`config.mk`:
```
export PLATFORM = sky130hd
export DESIGN_NAME = wdivou_seq
export DESIGN_NICKNAME = d
export VERILOG_FILES = /design/src/rtl/wdivou_seq.sv
export SDC_FILE = /design/constraint.sdc
export NUM_CORES = 2
export LEC_CHECK = 0
export ABC_AREA = 1
export CORE_ASPECT_RATIO = 1.2
export CORE_MARGIN = 2
export CORE_UTILIZATION = 55
export CTS_CLUSTER_DIAMETER = 150
export DETAILED_ROUTE_END_ITERATION = 10
export GPL_TIMING_DRIVEN = 1
export PLACE_DENSITY = 0.8
export SETUP_SLACK_MARGIN = 0.15
export SKIP_LAST_GASP = 1
export SLEW_MARGIN = 30
export SYNTH_ARGS = -nofsm -noshare
export SYNTH_HDL_FRONTEND = slang
export SYNTH_SLANG_ARGS = --single-unit
```
`constraint.sdc`:
```
create_clock -name clk -period 20.2 [get_ports clk]
set_input_delay 5.05 -clock clk [delete_from_list [all_inputs] [get_ports clk]]
set_output_delay 5.05 -clock clk [all_outputs]
set_load 0.1 [all_outputs]
```
`src/rtl/wdivou_seq.sv`:
```
// Multi-cycle unsigned divider for WideWord odd subfields: each lane of reg_A is divided
// by the zero-extended odd subfield of the matching reg_B lane, one quotient bit per cycle.
module wdivou_seq (
  input  logic         clk,
  input  logic         reset,
  input  logic         start,
  input  logic [127:0] reg_A,
  input  logic [127:0] reg_B,
  input  logic [1:0]   ctrl_ww,
  output logic         busy,
  output logic         done,
  output logic [127:0] result,
  output logic [127:0] rem
);
  localparam logic [1:0] WW_8  = 2'b01;
  localparam logic [1:0] WW_16 = 2'b10;

  typedef enum logic [1:0] {S_IDLE, S_RUN, S_DONE} state_t;

  state_t             state_q, state_d;
  logic [5:0]         cnt_q, cnt_d;
  logic [1:0]         ww_q, ww_d;
  logic [127:0]       result_q, result_d;
  logic [127:0]       rem_q, rem_d;
  logic [127:0]       q_q, q_d;
  logic [135:0]       r_q, r_d;
  logic [7:0][15:0]   d_q, d_d;

  logic [127:0]       q_step;
  logic [135:0]       r_step;
  logic [127:0]       rem_step;
  logic [7:0][15:0]   d_load;
  logic [32:0]        s16;
  logic [64:0]        s32;
  logic [5:0]         cnt_last;
  logic               unused_reg_b;

  // One restoring step for a 16-bit lane: returns {R(17), Q(16)}.
  function automatic logic [32:0] div_step16(input logic [16:0] r, input logic [15:0] q,
                                             input logic [15:0] d);
    logic [16:0]        r_sh;
    logic [15:0]        q_sh;
    logic signed [17:0] trial;
    r_sh  = {r[15:0], q[15]};
    q_sh  = {q[14:0], 1'b0};
    trial = $signed({1'b0, r_sh}) - $signed({2'b00, d});
    if (!trial[17]) begin
      r_sh    = trial[16:0];
      q_sh[0] = 1'b1;
    end
    return {r_sh, q_sh};
  endfunction

  // One restoring step for a 32-bit lane: returns {R(33), Q(32)}.
  function automatic logic [64:0] div_step32(input logic [32:0] r, input logic [31:0] q,
                                             input logic [15:0] d);
    logic [32:0]        r_sh;
    logic [31:0]        q_sh;
    logic signed [33:0] trial;
    r_sh  = {r[31:0], q[31]};
    q_sh  = {q[30:0], 1'b0};
    trial = $signed({1'b0, r_sh}) - $signed({18'd0, d});
    if (!trial[33]) begin
      r_sh    = trial[32:0];
      q_sh[0] = 1'b1;
    end
    return {r_sh, q_sh};
  endfunction

  // Partial remainders share one flat register: 8 x 17 bits or 4 x 33 bits.
  always_comb begin
    q_step   = q_q;
    r_step   = r_q;
    rem_step = '0;
    s16      = '0;
    s32      = '0;
    if (ww_q == WW_16) begin
      for (int k = 0; k < 4; k++) begin
        s32 = div_step32(r_q[34*k +: 33], q_q[96-32*k +: 32], d_q[k]);
        r_step[34*k +: 33]      = s32[64:32];
        q_step[96-32*k +: 32]   = s32[31:0];
        rem_step[96-32*k +: 32] = s32[63:32];
      end
    end else begin
      for (int k = 0; k < 8; k++) begin
        s16 = div_step16(r_q[17*k +: 17], q_q[112-16*k +: 16], d_q[k]);
        r_step[17*k +: 17]       = s16[32:16];
        q_step[112-16*k +: 16]   = s16[15:0];
        rem_step[112-16*k +: 16] = s16[31:16];
      end
    end
  end

  always_comb begin
    d_load = '0;
    if (ctrl_ww == WW_16) begin
      for (int k = 0; k < 4; k++) d_load[k] = reg_B[96-32*k +: 16];
    end else begin
      for (int k = 0; k < 8; k++) d_load[k] = {8'h00, reg_B[112-16*k +: 8]};
    end
  end

  // Even subfields of reg_B never reach the datapath.
  assign unused_reg_b = ^reg_B;
  assign cnt_last     = (ww_q == WW_16) ? 6'd31 : 6'd15;

  always_comb begin
    state_d  = state_q;
    cnt_d    = cnt_q;
    ww_d     = ww_q;
    result_d = result_q;
    rem_d    = rem_q;
    q_d      = q_q;
    r_d      = r_q;
    d_d      = d_q;
    busy     = 1'b0;
    done     = 1'b0;
    case (state_q)
      S_RUN: begin
        busy  = 1'b1;
        q_d   = q_step;
        r_d   = r_step;
        cnt_d = cnt_q + 6'd1;
        if (cnt_q == cnt_last) begin
          result_d = q_step;
          rem_d    = rem_step;
          state_d  = S_DONE;
        end
      end
      default: begin
        done    = (state_q == S_DONE);
        state_d = S_IDLE;
        if (start) begin
          ww_d  = ctrl_ww;
          q_d   = reg_A;
          r_d   = '0;
          d_d   = d_load;
          cnt_d = '0;
          if (ctrl_ww == WW_8 || ctrl_ww == WW_16) begin
            state_d = S_RUN;
          end else begin
            // Unsupported width completes immediately with zeroed outputs.
            result_d = '0;
            rem_d    = '0;
            state_d  = S_DONE;
          end
        end
      end
    endcase
  end

  always_ff @(posedge clk) begin
    if (reset) begin
      state_q  <= S_IDLE;
      cnt_q    <= '0;
      ww_q     <= '0;
      result_q <= '0;
      rem_q    <= '0;
    end else begin
      state_q  <= state_d;
      cnt_q    <= cnt_d;
      ww_q     <= ww_d;
      result_q <= result_d;
      rem_q    <= rem_d;
    end
  end

  always_ff @(posedge clk) begin
    q_q <= q_d;
    r_q <= r_d;
    d_q <= d_d;
  end

  assign result = result_q;
  assign rem    = rem_q;
endmodule

```
Word level (Yosys, flattened, before mapping)
Cells that the tools add are included.
Widths: inputs -> output; s select.

storage, ports and cells
  register bits after elaboration = 654
  latch bits = 0
  RAM bits = 0
  bits in read-only memories = 0
  output and inout port bits = 258
  word-level logic and storage cells = 102
  memories kept = 0

operators by class
  add/subtract/negate cells = 13
  $mul = 0
  div/mod/pow operators = 0
  $lt $le $gt $ge = 0
  eq/ne operators = 8
  shift-type cells = 0
  muxes and demuxes = 53
  bitwise operators = 1
  reduce and logical (&&, ||, !) cells = 4

operator list
  kind                 number
  $mux 128             9
  $mux 135             2
  $mux 33              8
  $sub 17x16->18       8
  $sub 33x16->34       4
  $mux 17              7
  $mux 113             1
  $mux 56              1
  $mux 1               17
  $mux 16              1
  $mux 6               2
  $mux 2               4
  $add 6x1->6 const B  1
  $eq 2x2->1 const B   3
  $eq 6x5->1           1
  $mux 5               1
  $eq 2x1->1 const B   2
  $reduce_and 3->1     1
  $ne 2x1->1 const B   1
  $ne 2x2->1 const B   1
  $reduce_and 2->1     1
  $reduce_bool 2->1    1
  $logic_or 1x1->1     1
  $not 1->1            1

Logic depth before layout (Yosys ltp)
  word-level depth = 5
  mapped depth = 18

Least setup slack after synthesis
Ideal clock, no wire load.

  path kind = input -> register
  start point = input start
  end point = register q_q[0], enable pin
  data arrival time = 10.163 ns
  path slack = 9.425 ns
  cell stages on the path = 2
  path buffers = 0
  path through = nor2_1 -> inv_1

on the way
  longest elaborated chain between the ends = 1

RTL lines
  what                                line  text
  start: declaration                  6     input logic start,
  $reduce_bool 2->1 (no source line)  n/a
  end signal: assignment              169   q_q <= q_d;
  end: declaration                    25    logic [127:0] q_q, q_d;

No other way between the ends.
A chain may end at the register's enable or synchronous reset.

Worst setup path after layout
  start point = register state_q[1]
  end point = output busy

on the way
  longest elaborated chain between the ends = 2

RTL lines
  what                      line  text
  start: declaration        20    state_t state_q, state_d;
  start signal: assignment  160   state_q <= state_d;
  $eq 2x1->1                118   case (state_q)
  $mux 1                    118
  end: declaration          10    output logic busy,

No other way between the ends.

==> qor.txt <==
Outcome: complete, no violations
Synthesis-to-finish area growth: 18.68%
Top cell type's share of synthesized area: 27.09%
Final Non-Filler Cells: 7,001
CTS root buf: clkbuf_16
# setup viols final: 0
Initial DRT Pass Iterations: 7
Final slew viol count: 0
Pin count of the biggest net entering global routing: 160
Number of max-cap violations: 0
Gr ovfl total: 0
Leak Pwr: 21.37 nW
Final #Nets: 6,438
Slew of the pin with the lowest slew margin: 1.061 ns
Via count: 39,678
Hold_buf cts: 0
RR Endpoint: q_q[64]
Largest area contributor in the netlist: edfxtp_1
Clock tree buffer depth: 3
FFs w/ async S/R, synth: 0%
Global-route wire length before repair: 218,400 µm
Fin area: 46,830 µm²
Wire length on met1: 56,550 µm
Crit-path max FO: 118
Placed inst area: 44,500 µm²
Placed Instances: 6,875
Detail Route Antenna Nets: 0
FF+latch area: 16,020 µm²
Area of the multi-input gates: 19,980 µm²
Critical Path RT: 15.15 ns
Fillcell total: 6,318
Critical R2R Launch: r_q[60]
Pwr Total: 3.907 mW
Metal2 WL: 65,550 µm
Post-synth EDFFs: 356
CTS-repair resized insts: 0
Worst hold path type: register to register
Met3 WL: 13,060 µm
DRC Markers: 0
Hold Path Sink: result[21]
Core footprint: 70,960 µm²
Mapped Cells: 5,656
VDD IR max: 0.08680 mV
Avg Cell Area, Syn: 6.976 µm²
CTS tree: built
Syn Nets: 6,074
Wirelength, routed: 144,300 µm
Num CTS Buffers: 68
Mapped Area: 39,460 µm²
Rows: 107
Critical path class: register to primary output
Crit path capture type: primary output
DR iter-0 viols: 3,803
Setup bufs post-CTS: 0
Final period utilization: 42.43%
Top Metal Used: met5
Via density: 5.667
R2R setup slack: 16.21 ns
Fin crit period: 8.570 ns
Wire length per cell: 20.61 µm
Sequential element share of the synthesized area: 40.59%
Clock transition at path regs: 0.06 ns
Clk sinks: 622
Layout Skew: 0.02571 ns
Initial antenna violation count: 6
Share of cells above drive strength 1: 4.494%
Vias in the first global route: 37,493
Crit-path cells: inv_1 > nand2_8 > inv_6 > clkdlybuf4s50_1
RSZ-0062 raised after global routing: no
Max Clock Freq: 116.7 MHz
RD Place Congestion: 1.007
Die Y: 297.4 µm
Hold path depth: 2
Yosys reg bits: 622
Global-route usage over all layers: 37.77%
Final Hold Fails: 0
Arrival time at the worst endpoint: 3.52 ns
Clock latency on the worst-skew pair: 0.63 ns
Total negative slack: 0 ns
Count of cell types in the netlist: 54
Synth top area cells: edfxtp_1, nand2_1, dfxtp_1
Cell with the largest stage delay on the worst path: clkdlybuf4s50_1
HPWL Detailed: 108,000 µm
Max H-tree Level: 3
Die footprint: 73,900 µm²
Buffers on Ports: 486
Antenna cells: 0
Crit start category: register
Pwr Density: 83.44 nW/µm²
Ys flop type: edfxtp_1
Hold WS: 0.4573 ns
Max stage delay on crit path: 1.27 ns
Worst min-delay path startpoint: result[21]
Cells on worst reg2reg path: 9
Warnings from Yosys: 0
Io pins: 519
Critical Path Source: state_q[1]
Die Wd: 248.5 µm
Starting density of the core: 55.61%
Slew margin rel.: 29.29%
## per-layer routing
layer	vias up	track usage (%)
li1	19057	-
met1	18309	47.16
met2	1930	61.44
met3	370	7.237
met4	12	21.04
met5	-	0
## stage by stage
stage / worst slack [ns] / utilization (%)
global placement: 11.47 / 62.94
detailed placement: 12.13 / 62.72
CTS: 11.59 / 66.01
global route: 11.52 / 65.99
finish: 11.63 / 65.99
floorplan: 9.425 / -
## report_power, final
part | total, mW | internal [mW] | leakage, nW | switching (mW)
sequential | 1.51 | 1.44 | 5.75 | 0.0735
clock | 1.32 | 0.746 | 1.15 | 0.572
combinational | 1.08 | 0.340 | 14.5 | 0.739
## layout make-up
cell class / count / share of cell area (%)
Clock inverter: 40 / 0.8444
Clock buffer: 85 / 4.147
Tap cell: 926 / 2.474
Timing Repair Buffer: 512 / 10.43
Inverter: 647 / 5.224
Multi-Input combinational cell: 4169 / 42.68
Sequential cell: 622 / 34.20
## placed cells by master, fill, tap and decap left out, types with 9 or more instances in the layout
cell type,n
nand2_1,2106
inv_1,629
nand3_1,475
a21oi_1,450
clkdlybuf4s50_1,433
nor2_1,405
edfxtp_1,356
dfxtp_1,266
ha_1,145
o21ai_0,114
nand4_1,91
clkbuf_16,73
and3_1,58
nor3_1,56
xor2_1,51
buf_2,49
xnor2_1,31
o21a_1,22
buf_4,22
nand3b_1,19
nand2_2,16
o211ai_1,16
o21ai_1,15
inv_2,14
nand3_2,14
clkinv_2,13
fa_1,11
o21bai_1,9
## state kept, by name, summed over array words and instances, names as in the netlist
signal	cells
cnt_q	6
ww_q	2
state_q	2
q_q	128
r_q	132
rem	128
result	128
d_q	96
## worst max-delay path, delay by kind of cell (launching register included)
family,cells,cell delay (ns)
buffers and inverters,3,2.08
DFF,1,0.30
and+or+nand+nor,1,0.50
## worst max path at each step
stage | end
final | busy
after global placement | rem[42]
after detailed placement | rem[44]
after CTS | busy
after global routing | busy
after floorplan | q_q[0]
## cell usage after synthesis (2+ instances only)
library cell / instances
a21oi_2: 2
nand3_4: 4
nand4_1: 91
a21oi_1: 450
buf_1: 25
or2_2: 4
nor4_1: 7
o211ai_1: 16
o21a_1: 22
o21bai_1: 9
dfxtp_1: 266
clkbuf_1: 104
o21ai_0: 114
nor2_1: 405
and3_1: 58
nand2_1: 2106
nand3b_1: 19
a21o_1: 3
a22oi_1: 2
a21boi_2: 2
and2_1: 6
buf_2: 59
nand4_2: 2
o21ai_1: 15
a221oi_1: 2
xor2_1: 51
nand3_2: 13
clkinv_1: 2
nor2_2: 8
nor3b_1: 3
fa_1: 11
buf_4: 14
nand2_2: 17
xnor2_1: 31
inv_2: 15
ha_1: 146
nor2_4: 3
buf_6: 15
edfxtp_1: 356
inv_1: 630
nand3_1: 476
or2_0: 2
o21ai_2: 4
nor3_1: 56
## cell families after synthesis
group / Yosys count / share of synthesized area [%]
AND/OR/NAND/NOR: 3284 / 34.85
buffers and inverters: 865 / 8.863
AO/OA/AOI/OAI: 645 / 8.661
flip-flops: 622 / 40.59
adder cells (fa/ha/maj): 157 / 5.188
XOR/XNOR: 82 / 1.820
multiplexers: 1 / 0.02854
No activity file was read; power rests on OpenSTA's default activity.
